===== config.mk =====
export PLATFORM = sky130hd
export DESIGN_NAME = decode
export DESIGN_NICKNAME = d
export VERILOG_FILES = /design/src/rtl/decode.sv
export SDC_FILE = /design/constraint.sdc
export NUM_CORES = 1
export LEC_CHECK = 0
export ABC_AREA = 1
export ABC_CLOCK_PERIOD_IN_PS = 2700
export CAP_MARGIN = 10
export CORE_UTILIZATION = 47
export DETAILED_ROUTE_END_ITERATION = 10
export PLACE_DENSITY_LB_ADDON = 0.2
export SETUP_SLACK_MARGIN = 0.5
export SYNTH_ARGS = -nofsm -noshare
export SYNTH_HDL_FRONTEND = slang
export SYNTH_SLANG_ARGS = --single-unit

===== constraint.sdc =====
create_clock -name clk -period 2.7 [get_ports clk]
set_input_delay 0.54 -clock clk [delete_from_list [all_inputs] [get_ports clk]]
set_output_delay 0.54 -clock clk [all_outputs]
set_load 0.01 [all_outputs]

===== src/rtl/decode.sv =====
// Instruction decode stage: turns a fetched RV32I word into execute-stage control fields.
// Latency: one cycle, every output comes straight from a register.
// Backpressure: stall freezes the output register; invalidate or valid_in=0 loads an all-zero bubble.
module decode (
    input  logic        clk,
    input  logic        reset,
    input  logic        stall,
    input  logic        invalidate,
    input  logic [31:0] pc_in,
    input  logic [31:0] next_pc_in,
    input  logic [31:0] instruction_in,
    input  logic        valid_in,
    output logic [31:0] pc_out,
    output logic [31:0] next_pc_out,
    output logic [4:0]  rs1_addr_out,
    output logic [4:0]  rs2_addr_out,
    output logic [4:0]  rd_addr_out,
    output logic        uses_rs1_out,
    output logic        uses_rs2_out,
    output logic [31:0] imm_out,
    output logic [3:0]  alu_op_out,
    output logic        alu_a_sel_out,
    output logic        alu_b_sel_out,
    output logic [2:0]  funct3_out,
    output logic        rd_write_out,
    output logic [1:0]  wb_sel_out,
    output logic        jump_out,
    output logic        branch_out,
    output logic        load_out,
    output logic        store_out,
    output logic        csr_out,
    output logic        ecall_out,
    output logic        ebreak_out,
    output logic        mret_out,
    output logic        illegal_out,
    output logic        valid_out
);

    localparam logic [6:0] OPC_LUI    = 7'b0110111;
    localparam logic [6:0] OPC_AUIPC  = 7'b0010111;
    localparam logic [6:0] OPC_JAL    = 7'b1101111;
    localparam logic [6:0] OPC_JALR   = 7'b1100111;
    localparam logic [6:0] OPC_BRANCH = 7'b1100011;
    localparam logic [6:0] OPC_LOAD   = 7'b0000011;
    localparam logic [6:0] OPC_STORE  = 7'b0100011;
    localparam logic [6:0] OPC_OPIMM  = 7'b0010011;
    localparam logic [6:0] OPC_OP     = 7'b0110011;
    localparam logic [6:0] OPC_FENCE  = 7'b0001111;
    localparam logic [6:0] OPC_SYSTEM = 7'b1110011;

    localparam logic [3:0] ALU_ADD    = 4'd0;
    localparam logic [3:0] ALU_SUB    = 4'd1;
    localparam logic [3:0] ALU_SLL    = 4'd2;
    localparam logic [3:0] ALU_SLT    = 4'd3;
    localparam logic [3:0] ALU_SLTU   = 4'd4;
    localparam logic [3:0] ALU_XOR    = 4'd5;
    localparam logic [3:0] ALU_SRL    = 4'd6;
    localparam logic [3:0] ALU_SRA    = 4'd7;
    localparam logic [3:0] ALU_OR     = 4'd8;
    localparam logic [3:0] ALU_AND    = 4'd9;
    localparam logic [3:0] ALU_PASS_B = 4'd10;

    localparam logic [31:0] INSN_ECALL  = 32'h0000_0073;
    localparam logic [31:0] INSN_EBREAK = 32'h0010_0073;
    localparam logic [31:0] INSN_MRET   = 32'h3020_0073;

    localparam logic [6:0] F7_ZERO = 7'b0000000;
    localparam logic [6:0] F7_ALT  = 7'b0100000;

    typedef struct packed {
        logic [31:0] pc;
        logic [31:0] next_pc;
        logic [4:0]  rs1_addr;
        logic [4:0]  rs2_addr;
        logic [4:0]  rd_addr;
        logic        uses_rs1;
        logic        uses_rs2;
        logic [31:0] imm;
        logic [3:0]  alu_op;
        logic        alu_a_sel;
        logic        alu_b_sel;
        logic [2:0]  funct3;
        logic        rd_write;
        logic [1:0]  wb_sel;
        logic        jump;
        logic        branch;
        logic        load;
        logic        store;
        logic        csr;
        logic        ecall;
        logic        ebreak;
        logic        mret;
        logic        illegal;
        logic        valid;
    } dec_t;

    // alt selects SUB for funct3=000 and SRA for funct3=101
    function automatic logic [3:0] alu_of(input logic [2:0] f3, input logic alt);
        logic [3:0] op;
        case (f3)
            3'b000:  op = alt ? ALU_SUB : ALU_ADD;
            3'b001:  op = ALU_SLL;
            3'b010:  op = ALU_SLT;
            3'b011:  op = ALU_SLTU;
            3'b100:  op = ALU_XOR;
            3'b101:  op = alt ? ALU_SRA : ALU_SRL;
            3'b110:  op = ALU_OR;
            default: op = ALU_AND;
        endcase
        return op;
    endfunction

    logic [31:0] insn;
    logic [6:0]  opcode;
    logic [2:0]  f3;
    logic [6:0]  f7;
    logic [31:0] imm_i, imm_s, imm_b, imm_j, imm_u;

    assign insn   = instruction_in;
    assign opcode = insn[6:0];
    assign f3     = insn[14:12];
    assign f7     = insn[31:25];
    assign imm_i  = {{20{insn[31]}}, insn[31:20]};
    assign imm_s  = {{20{insn[31]}}, insn[31:25], insn[11:7]};
    assign imm_b  = {{19{insn[31]}}, insn[31], insn[7], insn[30:25], insn[11:8], 1'b0};
    assign imm_j  = {{11{insn[31]}}, insn[31], insn[19:12], insn[20], insn[30:21], 1'b0};
    assign imm_u  = {insn[31:12], 12'b0};

    dec_t dec_new;
    dec_t dec_d;
    dec_t dec_q;
    logic ill;
    logic wr;

    // Decode the incoming word into a full set of control fields
    always_comb begin
        dec_new = '0;
        ill     = 1'b0;
        wr      = 1'b0;
        dec_new.pc       = pc_in;
        dec_new.next_pc  = next_pc_in;
        dec_new.rs1_addr = insn[19:15];
        dec_new.rs2_addr = insn[24:20];
        dec_new.rd_addr  = insn[11:7];
        dec_new.funct3   = f3;
        dec_new.valid    = 1'b1;
        if (insn[1:0] != 2'b11) begin
            ill = 1'b1;
        end else begin
            case (opcode)
                OPC_LUI: begin
                    dec_new.imm       = imm_u;
                    dec_new.alu_op    = ALU_PASS_B;
                    dec_new.alu_b_sel = 1'b1;
                    wr = 1'b1;
                end
                OPC_AUIPC: begin
                    dec_new.imm       = imm_u;
                    dec_new.alu_a_sel = 1'b1;
                    dec_new.alu_b_sel = 1'b1;
                    wr = 1'b1;
                end
                OPC_JAL: begin
                    dec_new.imm       = imm_j;
                    dec_new.alu_a_sel = 1'b1;
                    dec_new.alu_b_sel = 1'b1;
                    dec_new.jump      = 1'b1;
                    dec_new.wb_sel    = 2'd2;
                    wr = 1'b1;
                end
                OPC_JALR: begin
                    dec_new.imm       = imm_i;
                    dec_new.alu_b_sel = 1'b1;
                    dec_new.jump      = 1'b1;
                    dec_new.wb_sel    = 2'd2;
                    dec_new.uses_rs1  = 1'b1;
                    wr  = 1'b1;
                    ill = (f3 != 3'b000);
                end
                OPC_BRANCH: begin
                    dec_new.imm       = imm_b;
                    dec_new.alu_a_sel = 1'b1;
                    dec_new.alu_b_sel = 1'b1;
                    dec_new.branch    = 1'b1;
                    dec_new.uses_rs1  = 1'b1;
                    dec_new.uses_rs2  = 1'b1;
                    ill = (f3 == 3'b010) || (f3 == 3'b011);
                end
                OPC_LOAD: begin
                    dec_new.imm       = imm_i;
                    dec_new.alu_b_sel = 1'b1;
                    dec_new.load      = 1'b1;
                    dec_new.wb_sel    = 2'd1;
                    dec_new.uses_rs1  = 1'b1;
                    wr  = 1'b1;
                    ill = !(f3 inside {3'b000, 3'b001, 3'b010, 3'b100, 3'b101});
                end
                OPC_STORE: begin
                    dec_new.imm       = imm_s;
                    dec_new.alu_b_sel = 1'b1;
                    dec_new.store     = 1'b1;
                    dec_new.uses_rs1  = 1'b1;
                    dec_new.uses_rs2  = 1'b1;
                    ill = (f3 > 3'b010);
                end
                OPC_OPIMM: begin
                    dec_new.imm       = imm_i;
                    dec_new.alu_b_sel = 1'b1;
                    dec_new.alu_op    = alu_of(f3, (f3 == 3'b101) && f7[5]);
                    dec_new.uses_rs1  = 1'b1;
                    wr  = 1'b1;
                    ill = ((f3 == 3'b001) && (f7 != F7_ZERO)) ||
                          ((f3 == 3'b101) && (f7 != F7_ZERO) && (f7 != F7_ALT));
                end
                OPC_OP: begin
                    dec_new.alu_op   = alu_of(f3, f7[5]);
                    dec_new.uses_rs1 = 1'b1;
                    dec_new.uses_rs2 = 1'b1;
                    wr  = 1'b1;
                    ill = !((f7 == F7_ZERO) ||
                            ((f7 == F7_ALT) && ((f3 == 3'b000) || (f3 == 3'b101))));
                end
                OPC_FENCE: begin
                    // legal no-op: nothing beyond the default fields
                end
                OPC_SYSTEM: begin
                    dec_new.imm = {20'b0, insn[31:20]};
                    if (f3 == 3'b000) begin
                        if (insn == INSN_ECALL)       dec_new.ecall  = 1'b1;
                        else if (insn == INSN_EBREAK) dec_new.ebreak = 1'b1;
                        else if (insn == INSN_MRET)   dec_new.mret   = 1'b1;
                        else                          ill = 1'b1;
                    end else if (f3 == 3'b100) begin
                        ill = 1'b1;
                    end else begin
                        // CSR ops; funct3[2] set means the rs1 field is a zimm
                        dec_new.csr      = 1'b1;
                        dec_new.wb_sel   = 2'd3;
                        dec_new.uses_rs1 = !f3[2];
                        wr = 1'b1;
                    end
                end
                default: ill = 1'b1;
            endcase
        end
        dec_new.rd_write = wr && (insn[11:7] != 5'd0);
        if (ill) begin
            // keep only the raw fields so nothing downstream acts on the word
            dec_new          = '0;
            dec_new.pc       = pc_in;
            dec_new.next_pc  = next_pc_in;
            dec_new.rs1_addr = insn[19:15];
            dec_new.rs2_addr = insn[24:20];
            dec_new.rd_addr  = insn[11:7];
            dec_new.funct3   = f3;
            dec_new.valid    = 1'b1;
            dec_new.illegal  = 1'b1;
        end
    end

    // Choose hold, bubble or load for the output register
    always_comb begin
        dec_d = dec_q;
        if (!stall) begin
            if (invalidate || !valid_in) dec_d = '0;
            else                         dec_d = dec_new;
        end
    end

    // Output register with synchronous reset taking priority over stall
    always_ff @(posedge clk) begin
        if (reset) dec_q <= '0;
        else       dec_q <= dec_d;
    end

    assign pc_out        = dec_q.pc;
    assign next_pc_out   = dec_q.next_pc;
    assign rs1_addr_out  = dec_q.rs1_addr;
    assign rs2_addr_out  = dec_q.rs2_addr;
    assign rd_addr_out   = dec_q.rd_addr;
    assign uses_rs1_out  = dec_q.uses_rs1;
    assign uses_rs2_out  = dec_q.uses_rs2;
    assign imm_out       = dec_q.imm;
    assign alu_op_out    = dec_q.alu_op;
    assign alu_a_sel_out = dec_q.alu_a_sel;
    assign alu_b_sel_out = dec_q.alu_b_sel;
    assign funct3_out    = dec_q.funct3;
    assign rd_write_out  = dec_q.rd_write;
    assign wb_sel_out    = dec_q.wb_sel;
    assign jump_out      = dec_q.jump;
    assign branch_out    = dec_q.branch;
    assign load_out      = dec_q.load;
    assign store_out     = dec_q.store;
    assign csr_out       = dec_q.csr;
    assign ecall_out     = dec_q.ecall;
    assign ebreak_out    = dec_q.ebreak;
    assign mret_out      = dec_q.mret;
    assign illegal_out   = dec_q.illegal;
    assign valid_out     = dec_q.valid;

endmodule


==> reports/results.ini, run 1 <==
[status]
status=complete, no violations

[die]
dieArea_sq_um=13300
rows=41
start_util_pct=48.1
die_y_um=115
boundaryPins=236
core_area_sq_um=12600
die_x_um=115

[sta]
layout_setup_ws_ps=613
fin_setup_tns_ps=0
min_period_over_period_pct=77.3
fin_skew_ps=0
grt_setup_unrepaired=no
setup_viol=0
max_freq_mhz=479
period_needed_ps=2090
hold_ws_ps=458
slew_viol_final=0
hold_violations=0
worstMarginPinSlew_ps=561
relSlewSlack_pct=62.6

[finish]
fin_nets=1222
final_cells=1306
finalCoreUtilization_pct=75.2
antenna_cells=0
syn2layout_area_growth_pct=56.5
drive_above_1_share_pct=9.96

[critical_path]
crit_family=buffers and inverters
worstSetupPathDepth=13
crit_required_ps=3000
crit_buf_inv=4
cp_data_arrival_time_ps=2390
endpoint=alu_a_sel_out
cp_max_fo=14
cpMaxStageDelayCell=clkdlybuf4s50_1
cp-end-kind=register
setup.worst_path.start_class=input pin
crit_start=instruction_in[0]
r2r_slack_ps=1960
reg2reg_depth=2
crit_chain=clkdlybuf4s50_1 -> nand2_4 -> nor2_4 -> buf_4 -> nand2_1 -> o21ai_0 -> nor2_1 -> nand2_1 -> nor2_4 -> buf_4 -> buf_8 -> nand3b_1 -> a21oi_1
worstSetupPathType=input pin to register
r2r-start=imm_out[30]
cp_slowest_stage_delay_ps=510
worstReg2RegEnd=imm_out[30]

[logic_synthesis]
synth-edff-count=0
synth_ff_type=dfxtp_1
syn-cell-area_sq_um=6040
async_flop_share_pct=0
yosysMostFrequentCell=nand2_1
synthCells=895
yosysTopAreaCellShare_pct=44.7
ys_types=27
avgSynthCellArea_sq_um=6.75
yosysTopAreaCell=dfxtp_1
ys_ff_latch=135
synthTopCellsByArea=dfxtp_1, nand2_1, a21oi_1, nor2_1, nand3_1
synth_nets=996
seq_area_frac_synth_pct=44.7
synth_commonest_cells=nand2_1, a21oi_1, dfxtp_1, nor2_1, nand3_1
ys_warn_count=0

[flow_run]
maxCapViolCount=0

[place]
place_ws_ps=71.0
gp_congestion=0.944
dp_hpwl_mm=13.3
place_inst=1267
io_buffers=235

[global_routing]
antenna_found_initial=0
grt_max_degree=136
grt_pass1_wl_mm=29.0
grt_pass1_vias=5823
grt_usage_pct=28.2
grt.overflow.total=0

[detailed_routing]
remaining_drc_errors=0
vias=6600
detail_route.iter0.violations=631
via_per_inst=5.05
wl_mm=19.3
ant_nets=0
first_pass_iters=5
avgRoutedWirePerCell_um=14.8

[power_and_ir_drop]
p_leak_nw=3.50
ir_drop_v=0.000464
power.density_nw_per_um2=542

[cts]
clk_path_buf_depth=2
cts_buffers=17
root_buffer=clkbuf_16
clkLatencyLatePin_ps=420
htree_levels=4
clk_pin_slew_worst_paths_ps=60
cts_tree=done
cts.sink_count=135

[worst_hold_path]
hp-class=register to register

[cell usage in the layout (no fill, tap or decap)]
cell	instances
clkbuf_16	18
o22ai_1	2
nor2_2	5
buf_6	2
nor2_4	7
nor2_1	90
bufinv_16	4
nand3b_1	2
a21oi_2	6
o21a_1	2
inv_1	27
buf_4	22
inv_6	2
a21oi_1	137
nor3_1	5
o211ai_1	2
inv_2	7
buf_8	2
inv_4	1
and2_1	1
dlymetal6s2s_1	7
dfxtp_1	135
nand3_1	55
nand4_1	2
o21ai_0	8
nand3_2	13
nand2_4	3
a31oi_1	2
clkinvlp_4	3
buf_12	7
nand2_2	5
clkdlybuf4s50_1	226
clkbuf_8	6
nand2_1	318
[routing by layer]
metal | wire length (um) | GRT usage, % | up-vias
met5 | 0 | 0 | -
met3 | 1740 | 7.75 | 22
met1 | 8420 | 36.5 | 2988
met2 | 8940 | 45.5 | 269
met4 | 212 | 9.09 | 0
li1 | - | - | 3321
[layout make-up]
cell class,count,area [sq um]
fillers,997,3110
multi-input cells,665,3000
repair buffers,267,2730
flip-flops and latches,135,2700
clock buffers,23,508
well taps,172,215
clock inverters,9,160
inverters,35,134
[power by group]
part / internal (mW) / switching [mW] / leakage (nW) / total, mW
registers: 2.02 / 0.0149 / 1.09 / 2.04
logic: 0.244 / 0.248 / 2.09 / 0.492
clock network: 1.70 / 0.895 / 0.319 / 2.59
[worst min path at each step]
stage                         startpoint             end  cells past startpoint
after global routing      next_pc_out[4]  next_pc_out[4]                      2
final                        imm_out[14]     imm_out[14]                      2
after CTS                    imm_out[14]     imm_out[14]                      2
after global placement       imm_out[14]     imm_out[14]                      2
after detailed placement     imm_out[14]     imm_out[14]                      2
after floorplan              imm_out[14]     imm_out[14]                      2
[kinds of logic after synthesis]
group / after synthesis / share of synthesized area [%]
flops: 135 / 44.7
simple gates: 506 / 34.8
buf+inv: 95 / 6.73
compound gates: 159 / 13.7
[per-stage QoR]
| step | area [sq um] | power, mW |
|---|---|---|
| final | 9460 | 5.12 |
| after global routing | 9460 | 5.27 |
| after CTS | 9260 | 5.13 |
| after detailed placement | 8590 | 2.55 |
| after global placement | 8590 | 2.55 |
| after floorplan | 6040 | 2.27 |
[worst min-delay path: stages (launching register included)]
cell     delay, ps
dfxtp_1        300
nand2_1         50
a21oi_1         50
[state kept, by name, indices dropped and copies added, names as in the netlist, 2 cells and up]
| register | cells |
|---|---|
| funct3_out | 3 |
| pc_out | 32 |
| imm_out | 32 |
| alu_op_out | 4 |
| wb_sel_out | 2 |
| rd_addr_out | 5 |
| rs2_addr_out | 5 |
| next_pc_out | 32 |
| rs1_addr_out | 5 |
[repair_timing]
action / in CTS / in global routing
endpoints found under the hold margin: 0 / 0
hold buffers: 0 / 0
buffers inserted: 0 / 6
gates resized for setup: 0 / 40
endpoints found under the setup margin: 0 / 48
(Power assumes the default switching activity.)
==> inputs of run 2 (changes only) <==
--- a/config.mk
+++ b/config.mk
@@ -6,9 +6,9 @@
 export NUM_CORES = 1
 export LEC_CHECK = 0
 export ABC_AREA = 1
-export ABC_CLOCK_PERIOD_IN_PS = 2700
+export ABC_CLOCK_PERIOD_IN_PS = 2200
 export CAP_MARGIN = 10
-export CORE_UTILIZATION = 47
+export CORE_UTILIZATION = 44
 export DETAILED_ROUTE_END_ITERATION = 10
 export PLACE_DENSITY_LB_ADDON = 0.2
 export SETUP_SLACK_MARGIN = 0.5
==> constraint.sdc (replaced) <==
create_clock -name clk -period 2.2 [get_ports clk]
set_input_delay 0.44 -clock clk [delete_from_list [all_inputs] [get_ports clk]]
set_output_delay 0.44 -clock clk [all_outputs]
set_load 0.01 [all_outputs]
==> reports/results.ini, run 2 (synthesized netlist as in run 1, its figures left out) <==
[sta]
worstMarginPinSlew_ps=584
layout_setup_ws_ps=451
fin_skew_ps=0
fin_setup_tns_ps=0
setup_viol=0
slew_viol_final=0
min_period_over_period_pct=79.5
period_needed_ps=1750
hold_violations=0
grt_setup_unrepaired=yes
relSlewSlack_pct=61.0
max_freq_mhz=572

[global_routing]
grt_usage_pct=31.5
grt.overflow.total=0
grt_max_degree=136
antenna_found_initial=0
grt_pass1_vias=6925
grt_pass1_wl_mm=34.9

[critical_path]
cp_common_cell=nor2_4
setup.worst_path.start_class=input pin
crit_buf_inv=4
cp-end-kind=register
cp_max_fo=7
crit_family=simple AND/OR/NAND/NOR gates
cp_slowest_stage_delay_ps=230
crit_chain=clkdlybuf4s15_1 -> nor2_2 -> nand2_4 -> nor2_4 -> nand2_2 -> nor2_4 -> nor2_4 -> nand3_4 -> buf_12 -> buf_12 -> buf_16 -> nand3_1 -> a21oi_1
worstSetupPathType=input pin to register
cp_data_arrival_time_ps=2090
crit_required_ps=2540
cpMaxStageDelayCell=clkdlybuf4s15_1

[finish]
antenna_cells=0
final_cell_mix=nand2_1, dlygate4sd2_1, dfxtp_1, a21oi_1, buf_4
fin_nets=1335
fin_area_sq_um=10700
final_common_cell=nand2_1
finalCoreUtilization_pct=80.6
syn2layout_area_growth_pct=77.4
drive_above_1_share_pct=28.3

[worst_hold_path]
hp-class=input pin to register

[cts]
clk_pin_slew_worst_paths_ps=60
root_buffer=clkbuf_16
cts.sink_count=135
clkLatencyLatePin_ps=420
cts_buffers=17
cts_tree=done
clk_path_buf_depth=2
htree_levels=4

[detailed_routing]
ant_nets=0
first_pass_iters=8
via_per_inst=5.23
avgRoutedWirePerCell_um=16.5
vias=7448
detail_route.iter0.violations=558
remaining_drc_errors=0
wl_mm=23.5

[power_and_ir_drop]
p_comb_share_pct=12.0
power_switching_mw=1.52
ir_drop_v=0.000517
cellInternalPower_mw=4.45
power.density_nw_per_um2=557
p_clk_share_pct=46.2
p_sw_share_pct=25.5
seqPwrFrac_pct=41.8
p_leak_nw=4.79

[place]
place_ws_ps=-237
dp_hpwl_mm=14.6
io_buffers=235
placed_area_sq_um=9160
gp_congestion=0.968

[die]
core_area_sq_um=13300
start_util_pct=45.4
rows=42
die_x_um=119
dieArea_sq_um=14200
boundaryPins=236
die_y_um=119

[flow_run]
maxCapViolCount=0

[status]
status=complete, no violations

==> run 2: final cells by class <==
cell class / instances / area, sq um
Inverter: 35 / 141
Multi-Input combinational cell: 665 / 3480
Fill cell: 949 / 2570
Sequential cell: 135 / 2700
Clock buffer: 19 / 453
Tap cell: 176 / 220
Clock inverter: 13 / 120
Timing Repair Buffer: 380 / 3600
==> run 2: per-layer routing <==
layer | track usage, % | up-vias | wire [um]
met5 | 0 | - | 0
met4 | 14.6 | 0 | 826
met3 | 9.00 | 62 | 2180
met2 | 50.5 | 373 | 11000
met1 | 38.9 | 3454 | 9520
li1 | - | 3559 | -
==> run 2: worst reg2reg max path, delay by kind of cell, from the launching register on <==
kind	cells	cell delay (ps)
AO/OA/AOI/OAI	1	180
flip-flops	1	390
AND/OR/NAND/NOR	1	90
==> run 2: path summary, 6_finish.rpt <==
check                      from  cells after the start  slack (ps)         endpoint
max reg2reg          imm_out[4]                      2        1470       imm_out[4]
max          instruction_in[23]                     13         450      imm_out[24]
min reg2reg          pc_out[14]                      2         460       pc_out[14]
min          instruction_in[20]                      3         360  rs2_addr_out[0]
==> run 2: through the flow <==
| step | total power, mW | instances | hold WS [ps] |
|---|---|---|---|
| 4_1_cts | 5.94 | 1411 | 409 |
| 5_1_grt | 6.17 | 1423 | 368 |
| 3_3_place_gp | 3.20 | 1336 | 444 |
| 6_report | 5.97 | 1423 | 365 |
| 3_5_place_dp | 3.20 | 1336 | 454 |
| 2_1_floorplan | 2.79 | 895 | 481 |
==> run 2: power by group through the flow <==
stage	Clock [mW]	Combinational, mW	Sequential, mW
global placement	0	0.648	2.55
global route	2.90	0.765	2.50
floorplan	0	0.216	2.57
CTS	2.77	0.668	2.50
finish	2.76	0.717	2.50
detailed placement	0	0.647	2.55
==> run 2: repair_timing <==
| action | CTS | global route |
|---|---|---|
| cloned | 8 | 1 |
| pin swaps | 40 | 69 |
| hold buffers | 0 | 0 |
| buffers inserted | 35 | 11 |
| setup endpoints to repair | 185 | 94 |
| gates resized for setup | 270 | 132 |
